**src/rtl/seg7_capture.sv**
```systemverilog
// Recovers the hex digit shown on an asynchronous 7-segment bus, checks it counts up by one, and flags illegal patterns.
// Latency: new_digit is high after edge STABLE_CYCLES+2 for a pattern stable before edge 1. There is no backpressure; it is a passive monitor.
module seg7_capture #(
  parameter int STABLE_CYCLES = 4,
  parameter int DWELL_WIDTH   = 24
) (
  input  logic                   clk,
  input  logic                   reset,
  input  logic [6:0]             seg_in,
  input  logic                   clear,
  output logic [3:0]             digit,
  output logic                   digit_valid,
  output logic                   new_digit,
  output logic [DWELL_WIDTH-1:0] dwell_ticks,
  output logic                   seq_error,
  output logic                   bad_pattern,
  output logic                   blank,
  output logic [7:0]             change_count
);

  typedef enum logic {SEARCH, LOCKED} state_t;

  localparam logic [7:0] STAB_MAX = 8'(STABLE_CYCLES);

  logic [6:0]             s1_q, s1_d, s2_q, s2_d, prev_q, prev_d, acc_q, acc_d;
  logic [7:0]             stab_q, stab_d;
  state_t                 state_q, state_d;
  logic [3:0]             digit_q, digit_d;
  logic                   new_digit_q, new_digit_d;
  logic [DWELL_WIDTH-1:0] run_q, run_d, dwell_q, dwell_d, run_inc;
  logic                   seq_err_q, seq_err_d, bad_q, bad_d, blank_q, blank_d;
  logic [7:0]             cnt_q, cnt_d;

  logic       accept, acc_valid, acc_blank, acc_bad, seq_set;
  logic [3:0] dec_val, digit_inc;
  logic       dec_blank, dec_bad;

  always_comb begin
    dec_val   = 4'h0;
    dec_blank = 1'b0;
    dec_bad   = 1'b0;
    case (s2_q)
      7'h3F: dec_val = 4'h0;
      7'h06: dec_val = 4'h1;
      7'h5B: dec_val = 4'h2;
      7'h4F: dec_val = 4'h3;
      7'h66: dec_val = 4'h4;
      7'h6D: dec_val = 4'h5;
      7'h7D: dec_val = 4'h6;
      7'h07: dec_val = 4'h7;
      7'h7F: dec_val = 4'h8;
      7'h6F: dec_val = 4'h9;
      7'h77: dec_val = 4'hA;
      7'h7C: dec_val = 4'hB;
      7'h39: dec_val = 4'hC;
      7'h5E: dec_val = 4'hD;
      7'h79: dec_val = 4'hE;
      7'h71: dec_val = 4'hF;
      7'h00: dec_blank = 1'b1;
      default: dec_bad = 1'b1;
    endcase
  end

  always_comb begin
    s1_d   = seg_in;
    s2_d   = s1_q;
    prev_d = s2_q;

    if (s2_q != prev_q)        stab_d = 8'd1;
    else if (stab_q == STAB_MAX) stab_d = stab_q;
    else                       stab_d = stab_q + 8'd1;

    // Comparing against the last accepted pattern stops a held pattern from re-accepting.
    accept    = (stab_d == STAB_MAX) && (s2_q != acc_q);
    acc_valid = accept && !dec_blank && !dec_bad;
    acc_blank = accept && dec_blank;
    acc_bad   = accept && dec_bad;

    digit_inc = digit_q + 4'd1;
    run_inc   = (&run_q) ? run_q : run_q + 1'b1;

    acc_d       = accept ? s2_q : acc_q;
    state_d     = state_q;
    digit_d     = acc_valid ? dec_val : digit_q;
    new_digit_d = acc_valid;
    run_d       = '0;
    dwell_d     = dwell_q;
    seq_set     = 1'b0;

    case (state_q)
      SEARCH: begin
        if (acc_valid) state_d = LOCKED;
      end
      LOCKED: begin
        run_d = run_inc;
        if (acc_valid) begin
          dwell_d = run_inc;
          run_d   = '0;
          seq_set = (dec_val != digit_inc);
        end
        if (acc_blank || acc_bad) state_d = SEARCH;
      end
      default: state_d = SEARCH;
    endcase

    // A set event in the same cycle as clear wins over the clear.
    seq_err_d = seq_set | (seq_err_q & ~clear);
    bad_d     = acc_bad | (bad_q & ~clear);
    blank_d   = accept ? dec_blank : blank_q;
    cnt_d     = (clear ? 8'd0 : cnt_q) + {7'd0, acc_valid};
  end

  always_ff @(posedge clk or posedge reset) begin
    if (reset) begin
      s1_q        <= '0;
      s2_q        <= '0;
      prev_q      <= '0;
      acc_q       <= '0;
      stab_q      <= '0;
      state_q     <= SEARCH;
      digit_q     <= '0;
      new_digit_q <= 1'b0;
      run_q       <= '0;
      dwell_q     <= '0;
      seq_err_q   <= 1'b0;
      bad_q       <= 1'b0;
      blank_q     <= 1'b0;
      cnt_q       <= '0;
    end else begin
      s1_q        <= s1_d;
      s2_q        <= s2_d;
      prev_q      <= prev_d;
      acc_q       <= acc_d;
      stab_q      <= stab_d;
      state_q     <= state_d;
      digit_q     <= digit_d;
      new_digit_q <= new_digit_d;
      run_q       <= run_d;
      dwell_q     <= dwell_d;
      seq_err_q   <= seq_err_d;
      bad_q       <= bad_d;
      blank_q     <= blank_d;
      cnt_q       <= cnt_d;
    end
  end

  assign digit        = digit_q;
  assign digit_valid  = (state_q == LOCKED);
  assign new_digit    = new_digit_q;
  assign dwell_ticks  = dwell_q;
  assign seq_error    = seq_err_q;
  assign bad_pattern  = bad_q;
  assign blank        = blank_q;
  assign change_count = cnt_q;

endmodule

```
**config.mk**
```make
export PLATFORM = sky130hd
export DESIGN_NAME = seg7_capture
export DESIGN_NICKNAME = d
export VERILOG_FILES = /design/src/rtl/seg7_capture.sv
export SDC_FILE = /design/constraint.sdc
export NUM_CORES = 1
export LEC_CHECK = 0
export BUFFER_PORTS_ARGS = -buffer_cell sky130_fd_sc_hd__buf_2
export CAP_MARGIN = 20
export CORE_MARGIN = 5
export CORE_UTILIZATION = 30
export CTS_BUF_LIST = sky130_fd_sc_hd__clkbuf_16
export CTS_CLUSTER_DIAMETER = 80
export DETAILED_ROUTE_END_ITERATION = 16
export HOLD_SLACK_MARGIN = 0.1
export PLACE_DENSITY_LB_ADDON = 0.25
export SETUP_SLACK_MARGIN = 0.02
export SLEW_MARGIN = 10
export SYNTH_ARGS = -nofsm -noshare
export SYNTH_HDL_FRONTEND = slang
export SYNTH_SLANG_ARGS = --single-unit
```
**constraint.sdc**
```tcl
create_clock -name clk -period 7.8 [get_ports clk]
set_input_delay 0.39 -clock clk [delete_from_list [all_inputs] [get_ports clk]]
set_output_delay 0.39 -clock clk [all_outputs]
set_load 0.005 [all_outputs]
```
==> run summary, run 1 <==
status = finished clean
synth warn = 0
Seq cells post-synth = 101
Worst Path Required = 8030 ps
Post-synth EDFFs = 0
total CTS buffers = 9
CTS tree = yes
Max VDD drop = 0.159 mV
first-pass GRT wire length = 17,100 um
share of async-settable or async-resettable flops after synthesis = 100%
chip height = 137 um
Final Hold Fails = 0
nets = 512
vias in the first global route = 3,288
setup slack at placement = 4460 ps
crit path max fanout = 24
total track usage = 11.6%
fmax = 301 MHz
# rows = 46
RSZ-0062 raised after global routing = false
Clk pin slew, worst setup/hold paths = 70 ps
DR vias = 3,335
post-synthesis sequential area ratio = 52.3%
cell breakdown of the critical path = xnor2_1 > nand4_1 > nor4_2 > o2111ai_2 > nor3_4 > buf_4 > mux2_2
post-CTS sizing = 0
WL final = 10,100 um
cell area after synthesis = 4830 um^2
Mean Syn Cell Area = 10.8 um^2
Initial Util = 30.5%
drt first pass iters = 4
most common cell after layout, fill and taps aside = dfrtp_1
PwrDens = 197 nW/um^2
most frequent cells in the layout = 101 x dfrtp_1, 50 x buf_2, 45 x nor2_1, 36 x nand2_1, 30 x xnor2_1
final setup vio count = 0
Inserted Diodes = 0
H-Tree Depth = 3
Detail Route Antenna Nets = 0
slowest stage delay, CP = 720 ps
wire per inst = 14.0 um
CTS max path bufs = 2
Slew HR = 50.3%
Crit-path slowest cell = dfrtp_1
largest net degree at the start of global routing = 58
kind of critical path = flip-flop to flip-flop
syn nets = 464
antenna violations before repair = 0
# hold bufs at CTS = 0
grt total ovfl = 0
crit path capture type = flip-flop
post-DP HPWL = 7000 um
Die ar. = 18,700 um^2
share of layout cells above drive strength 1 = 17.6%
Slew Limit Fails = 0
fillers = 1,589
Most used DFF post-synth = dfrtp_1
Layout Area Growth over Synthesis = 17.0%
clk root buf = clkbuf_16
Placeable Area = 15,800 um^2
final worst-path cycle share = 42.6%
kind of cell adding the most delay to the critical path = simple AND/OR/NAND/NOR gates
Distinct cells, synth = 61
Least-Margin Pin Slew = 745 ps
worst min path class = primary input to async pin
Worst Skew = 8.68 ps
Worst-Skew Late Latency = 350 ps
Final Util = 35.7%
Post CTS Setup Buffer Count = 0
Worst EP arrival = 3550 ps
fin crit period = 3320 ps
MaxCap Viol Count = 0
Syn Inst Count = 448
Critical path buffers and inverters = 1
placer congestion estimate = 0.761
DR vias/cell = 4.65
Leak Pwr = 2.53 nW
CTS sink cnt = 101
Die Wd = 137 um
1st-iter DRT viols = 148
IO buf count = 50
Worst Setup Start Kind = flip-flop
Post-route DRC = 0
setup TNS = 0 ps
I/O pins = 51
PnR worst setup slack = 4480 ps
-- layer usage --
layer | global-route usage (%) | share of wire [%] | vias up
met2 | 17.2 | 45 | 60
met5 | 0 | 0 | -
met4 | 4.05 | 2.0 | 0
met3 | 3.71 | 5.3 | 13
li1 | - | - | 1637
met1 | 15.8 | 48 | 1625
-- worst paths after layout --
kind                            cells after the start  slack [ps]              end  startpoint
min in group clk                                    1         140          s1_q[5]   seg_in[5]
worst min register to register                      0         350        prev_d[3]     s1_q[3]
worst min-delay path                                2         100  change_count[5]       reset
worst max-delay path                                7        4480   dwell_ticks[8]   prev_d[3]
max in group asynchronous                           3        6550  dwell_ticks[15]       reset
worst max register to register                      7        4480   dwell_ticks[8]   prev_d[3]
-- area by class of cell --
cell class | count | area (um^2) | area share, %
multi-input combinational | 304 | 2110 | 37.4
inverter | 26 | 100 | 1.77
clock inverter | 7 | 136 | 2.41
sequential | 101 | 2530 | 44.7
timing repair buffer | 54 | 280 | 4.96
tap | 216 | 270 | 4.78
clock buffer | 9 | 225 | 3.98
-- cell usage after synthesis, types with 3 or more instances --
library cell | number | share of area [%]
and3_1 | 5 | 0.65
nor2_1 | 45 | 3.5
inv_1 | 26 | 2.0
a21oi_1 | 4 | 0.41
nand2_1 | 36 | 2.8
mux2_1 | 7 | 1.6
nand3_1 | 17 | 1.8
nor2b_1 | 12 | 1.6
or3_1 | 3 | 0.39
xnor2_1 | 30 | 5.4
dfrtp_1 | 101 | 52
clkbuf_1 | 4 | 0.31
ha_1 | 6 | 1.6
nand3b_1 | 3 | 0.47
nand4b_1 | 6 | 1.1
o21ai_0 | 4 | 0.41
buf_2 | 10 | 1.0
mux2_2 | 5 | 1.2
mux2i_1 | 16 | 3.3
nor4_1 | 5 | 0.65
and4_1 | 7 | 1.3
a31oi_1 | 3 | 0.39
xor2_1 | 26 | 4.7
nor3_1 | 13 | 1.3
nand4_1 | 12 | 1.6
-- flip-flops by register name, summed over array words and instances, names as in the netlist, 4 cells and up --
signal	cells
run_q	24
prev_d	7
dwell_ticks	24
digit	4
acc_q	7
s1_q	7
stab_q	8
change_count	8
prev_q	7
-- power breakdown --
| group | internal [mW] | switching (mW) |
|---|---|---|
| Combinational | 0.0110 | 0.0200 |
| Sequential | 0.529 | 0.0101 |
| Clock | 0.345 | 0.197 |
-- per-stage QoR --
step / std cells / cell area [um^2] / power [mW] / hold WS, ps
3_3_place_gp: 701 / 5290 / 0.580 / 334
5_1_grt: 717 / 5650 / 1.15 / 128
3_5_place_dp: 701 / 5290 / 0.581 / 335
4_1_cts: 717 / 5650 / 1.13 / 118
2_1_floorplan: 448 / 4830 / 0.571 / 331
6_report: 717 / 5650 / 1.11 / 100
-- logic make-up after synthesis --
logic type	count (synthesis)	share of synthesized area, %
muxes	29	6.42
AOI/OAI and AO/OA	33	5.44
DFF	101	52.3
xor gates and xnor gates	56	10.1
and+or+nand+nor	179	20.0
buffers and inverters	43	3.99
adders and majority gates	7	1.76
Note: power is estimated with default switching activity, not from simulation.
==> run 2: changes to the inputs <==
--- a/config.mk
+++ b/config.mk
@@ -5,6 +5,7 @@
 export SDC_FILE = /design/constraint.sdc
 export NUM_CORES = 1
 export LEC_CHECK = 0
+export ABC_AREA = 1
 export BUFFER_PORTS_ARGS = -buffer_cell sky130_fd_sc_hd__buf_2
 export CAP_MARGIN = 20
 export CORE_MARGIN = 5
==> constraint.sdc (replaced) <==
create_clock -name clk -period 3.1 [get_ports clk]
set_input_delay 0.155 -clock clk [delete_from_list [all_inputs] [get_ports clk]]
set_output_delay 0.155 -clock clk [all_outputs]
set_load 0.005 [all_outputs]
==> run summary, run 2 <==
grt total ovfl = 0 (unchanged)
H-Tree Depth = 3 (unchanged)
largest net degree at the start of global routing = 58 (unchanged)
total CTS buffers = 9 (unchanged)
synth warn = 0 (unchanged)
fillers = 1,799 (+13%)
Min-Delay Endpoint = change_count[3]
Syn Inst Count = 662 (+48%)
Max VDD drop = 0.230 mV (+44%)
Synth top area share = 48.1% (-4.2 points)
total track usage = 12.5% (+0.91 points)
CTS tree = yes
Post-synth EDFFs = 0 (unchanged)
net switching power = 0.628 mW (+180%)
fin crit period = 2740 ps (-584 ps)
PwrDens = 420 nW/um^2 (+110%)
Most used DFF post-synth = dfrtp_1
crit path capture type = flip-flop
Post-route DRC = 0 (unchanged)
sw frac = 24.6% (+4.2 points)
MaxCap Viol Count = 0 (unchanged)
Seq cells post-synth = 101 (unchanged)
Worst-Skew Late Latency = 350 ps (about the same)
most frequent cells in the layout = 204 x nand2_1, 101 x dfrtp_1, 75 x nor2_1, 61 x inv_1, 50 x buf_2
internal power = 1.93 mW (+120%)
Detail Route Antenna Nets = 0 (unchanged)
post-synthesis sequential area ratio = 48.1% (-4.2 points)
syn nets = 678 (+46%)
WL final = 11,900 um (+18%)
Reg power frac = 52.6% (+4.1 points)
Reg-to-Reg Start = stab_q[0]
Distinct cells, synth = 27 (-56%)
Worst Setup Start Kind = flip-flop
Die ar. = 20,300 um^2 (+8.0%)
post-DP HPWL = 8760 um (+25%)
1st-iter DRT viols = 298 (+100%)
first-pass GRT wire length = 20,700 um (+21%)
worst reg2reg setup slack = 360 ps (-4120 ps)
CTS max path bufs = 2 (unchanged)
r2r worst-path depth = 16 (+9)
hold wc startpoint = clear
clk root buf = clkbuf_16
hold-critical path depth = 4
# rows = 48 (+4.3%)
chip height = 142 um (+3.9%)
share of layout cells above drive strength 1 = 14.0% (-3.6 points)
Worst R2R End = change_count[6]
wire per inst = 12.5 um (-11%)
final worst-path cycle share = 88.4% (+46 points)
sequential cell area = 2530 um^2 (unchanged)
I/O pins = 51 (unchanged)
Worst EP arrival = 2980 ps (-570 ps)
DR vias = 4,198 (+26%)
most frequent cell after synthesis = nand2_1
Final Util = 35.3% (-0.39 points)
antenna violations before repair = 0 (unchanged)
largest cells by area after synthesis = dfrtp_1 48%, nand2_1 15%, nor2_1 5.4%
Clk pin slew, worst setup/hold paths = 70 ps (about the same)
Leak Pwr = 3.28 nW (+29%)
Final Hold Fails = 0 (unchanged)
Final Power = 2.55 mW (+130%)
status = finished clean
placer congestion estimate = 0.859 (+13%)
Initial Util = 30.5% (-0.064 points)
vias in the first global route = 4,204 (+28%)
multi-input combinational cell area = 2320 um^2 (+10%)
worst min path class = primary input to flip-flop
Worst Path Required = 3340 ps (-4690 ps)
Slew HR = 60.4% (+10 points)
Die Wd = 142 um (+3.9%)
IO buf count = 50 (unchanged)
share of async-settable or async-resettable flops after synthesis = 100% (unchanged)
Slew Limit Fails = 0 (unchanged)
most common cell after layout, fill and taps aside = nand2_1
Post CTS Setup Buffer Count = 0 (unchanged)
cell area after synthesis = 5250 um^2 (+8.7%)
drt first pass iters = 5 (+1)
Placeable Area = 17,200 um^2 (+8.9%)
combinational power share = 3.9% (+1.1 points)
DR vias/cell = 4.44 (-4.6%)
RSZ-0062 raised after global routing = false
Least-Margin Pin Slew = 593 ps (-152 ps)
kind of critical path = flip-flop to flip-flop
Mean Syn Cell Area = 7.93 um^2 (-26%)
Hold WS = 166 ps (+66.1 ps)
Inserted Diodes = 0 (unchanged)
crit path max fanout = 6 (-75%)
fmax = 365 MHz (+21%)
setup TNS = 0 ps (unchanged)
Worst Skew = 8.01 ps (-0.665 ps)
CTS sink cnt = 101 (unchanged)
Synth top cells by count = 204 x nand2_1, 101 x dfrtp_1, 75 x nor2_1, 62 x inv_1, 45 x nand3_1
nets = 732 (+43%)
Layout Area Growth over Synthesis = 15.9%
final setup vio count = 0 (unchanged)
clock share of power = 43.4% (-5.3 points)
Yosys top cell by area = dfrtp_1
-- run 2: logic make-up after synthesis --
family                     count (synthesis)  synth area share (%)
buffers and inverters                     93                  7.81
AOI/OAI and AO/OA                         35                  3.33
DFF                                      101                  48.1
and+or+nand+nor                          389                  33.0
xor gates and xnor gates                  38                  6.34
adders and majority gates                  6                  1.43
-- run 2: repair_timing --
item                                   4_1_cts  5_1_grt
hold buffers                                 8        0
resized for setup                            0        2
setup endpoints to repair                    0        2
endpoints found under the hold margin       51        0
-- run 2: cell type report --
cell class / instances / area share [%]
clock buffer: 9 / 3.70
sequential: 101 / 41.5
tap: 225 / 4.62
inverter: 71 / 4.42
timing repair buffer: 65 / 6.49
multi-input combinational: 468 / 38.2
clock inverter: 7 / 1.07
-- run 2: metal layers --
metal	wire length [um]	track usage, %	share of wire (%)	up-vias
met5	0	0	0	-
met4	152	4.35	1.3	0
met3	467	2.49	3.9	11
met2	4920	18.2	41	69
met1	6330	18.4	53	1916
li1	-	-	-	2202
-- run 2: power by group through the flow --
stage,Combinational [mW],Sequential (mW),Clock [mW]
global placement,0.0961,1.37,0
detailed placement,0.0956,1.37,0
floorplan,0.0769,1.36,0
global route,0.119,1.35,1.21
CTS,0.104,1.35,1.16
finish,0.101,1.34,1.11
-- run 2: how the worst max path moves through the flow --
stage / start / end / slack, ps / depth (start not counted)
3_3_place_gp: prev_d[1] / change_count[6] / 260 / 18
6_report: stab_q[0] / change_count[6] / 360 / 16
4_1_cts: stab_q[0] / change_count[6] / 140 / 16
3_5_place_dp: stab_q[0] / change_count[6] / 150 / 16
5_1_grt: prev_d[5] / change_count[7] / 110 / 14
2_1_floorplan: reset / acc_q[0] / 300 / 1
-- run 2: worst max-delay path, cell delays in order (launching register included) --
cell and delay, ps:
dfrtp_1 430, inv_1 100, ha_1 150, nand3_1 120, nor2_2 210, inv_2 80
a21oi_1 160, nand4_1 100, nor2_1 110, nand2_1 90, nor3_2 180, ha_1 210
ha_1 140, inv_1 60, nor3_2 230, nand4_1 130, xor2_1 160
-- run 2: metrics by stage --
step / setup slack [ps] / cell area (um^2) / std cells
after floorplan: 298 / 5250 / 662
after global placement: 258 / 5710 / 922
after detailed placement: 154 / 5710 / 922
after CTS: 135 / 6080 / 946
after global routing: 112 / 6090 / 946
final: 360 / 6090 / 946
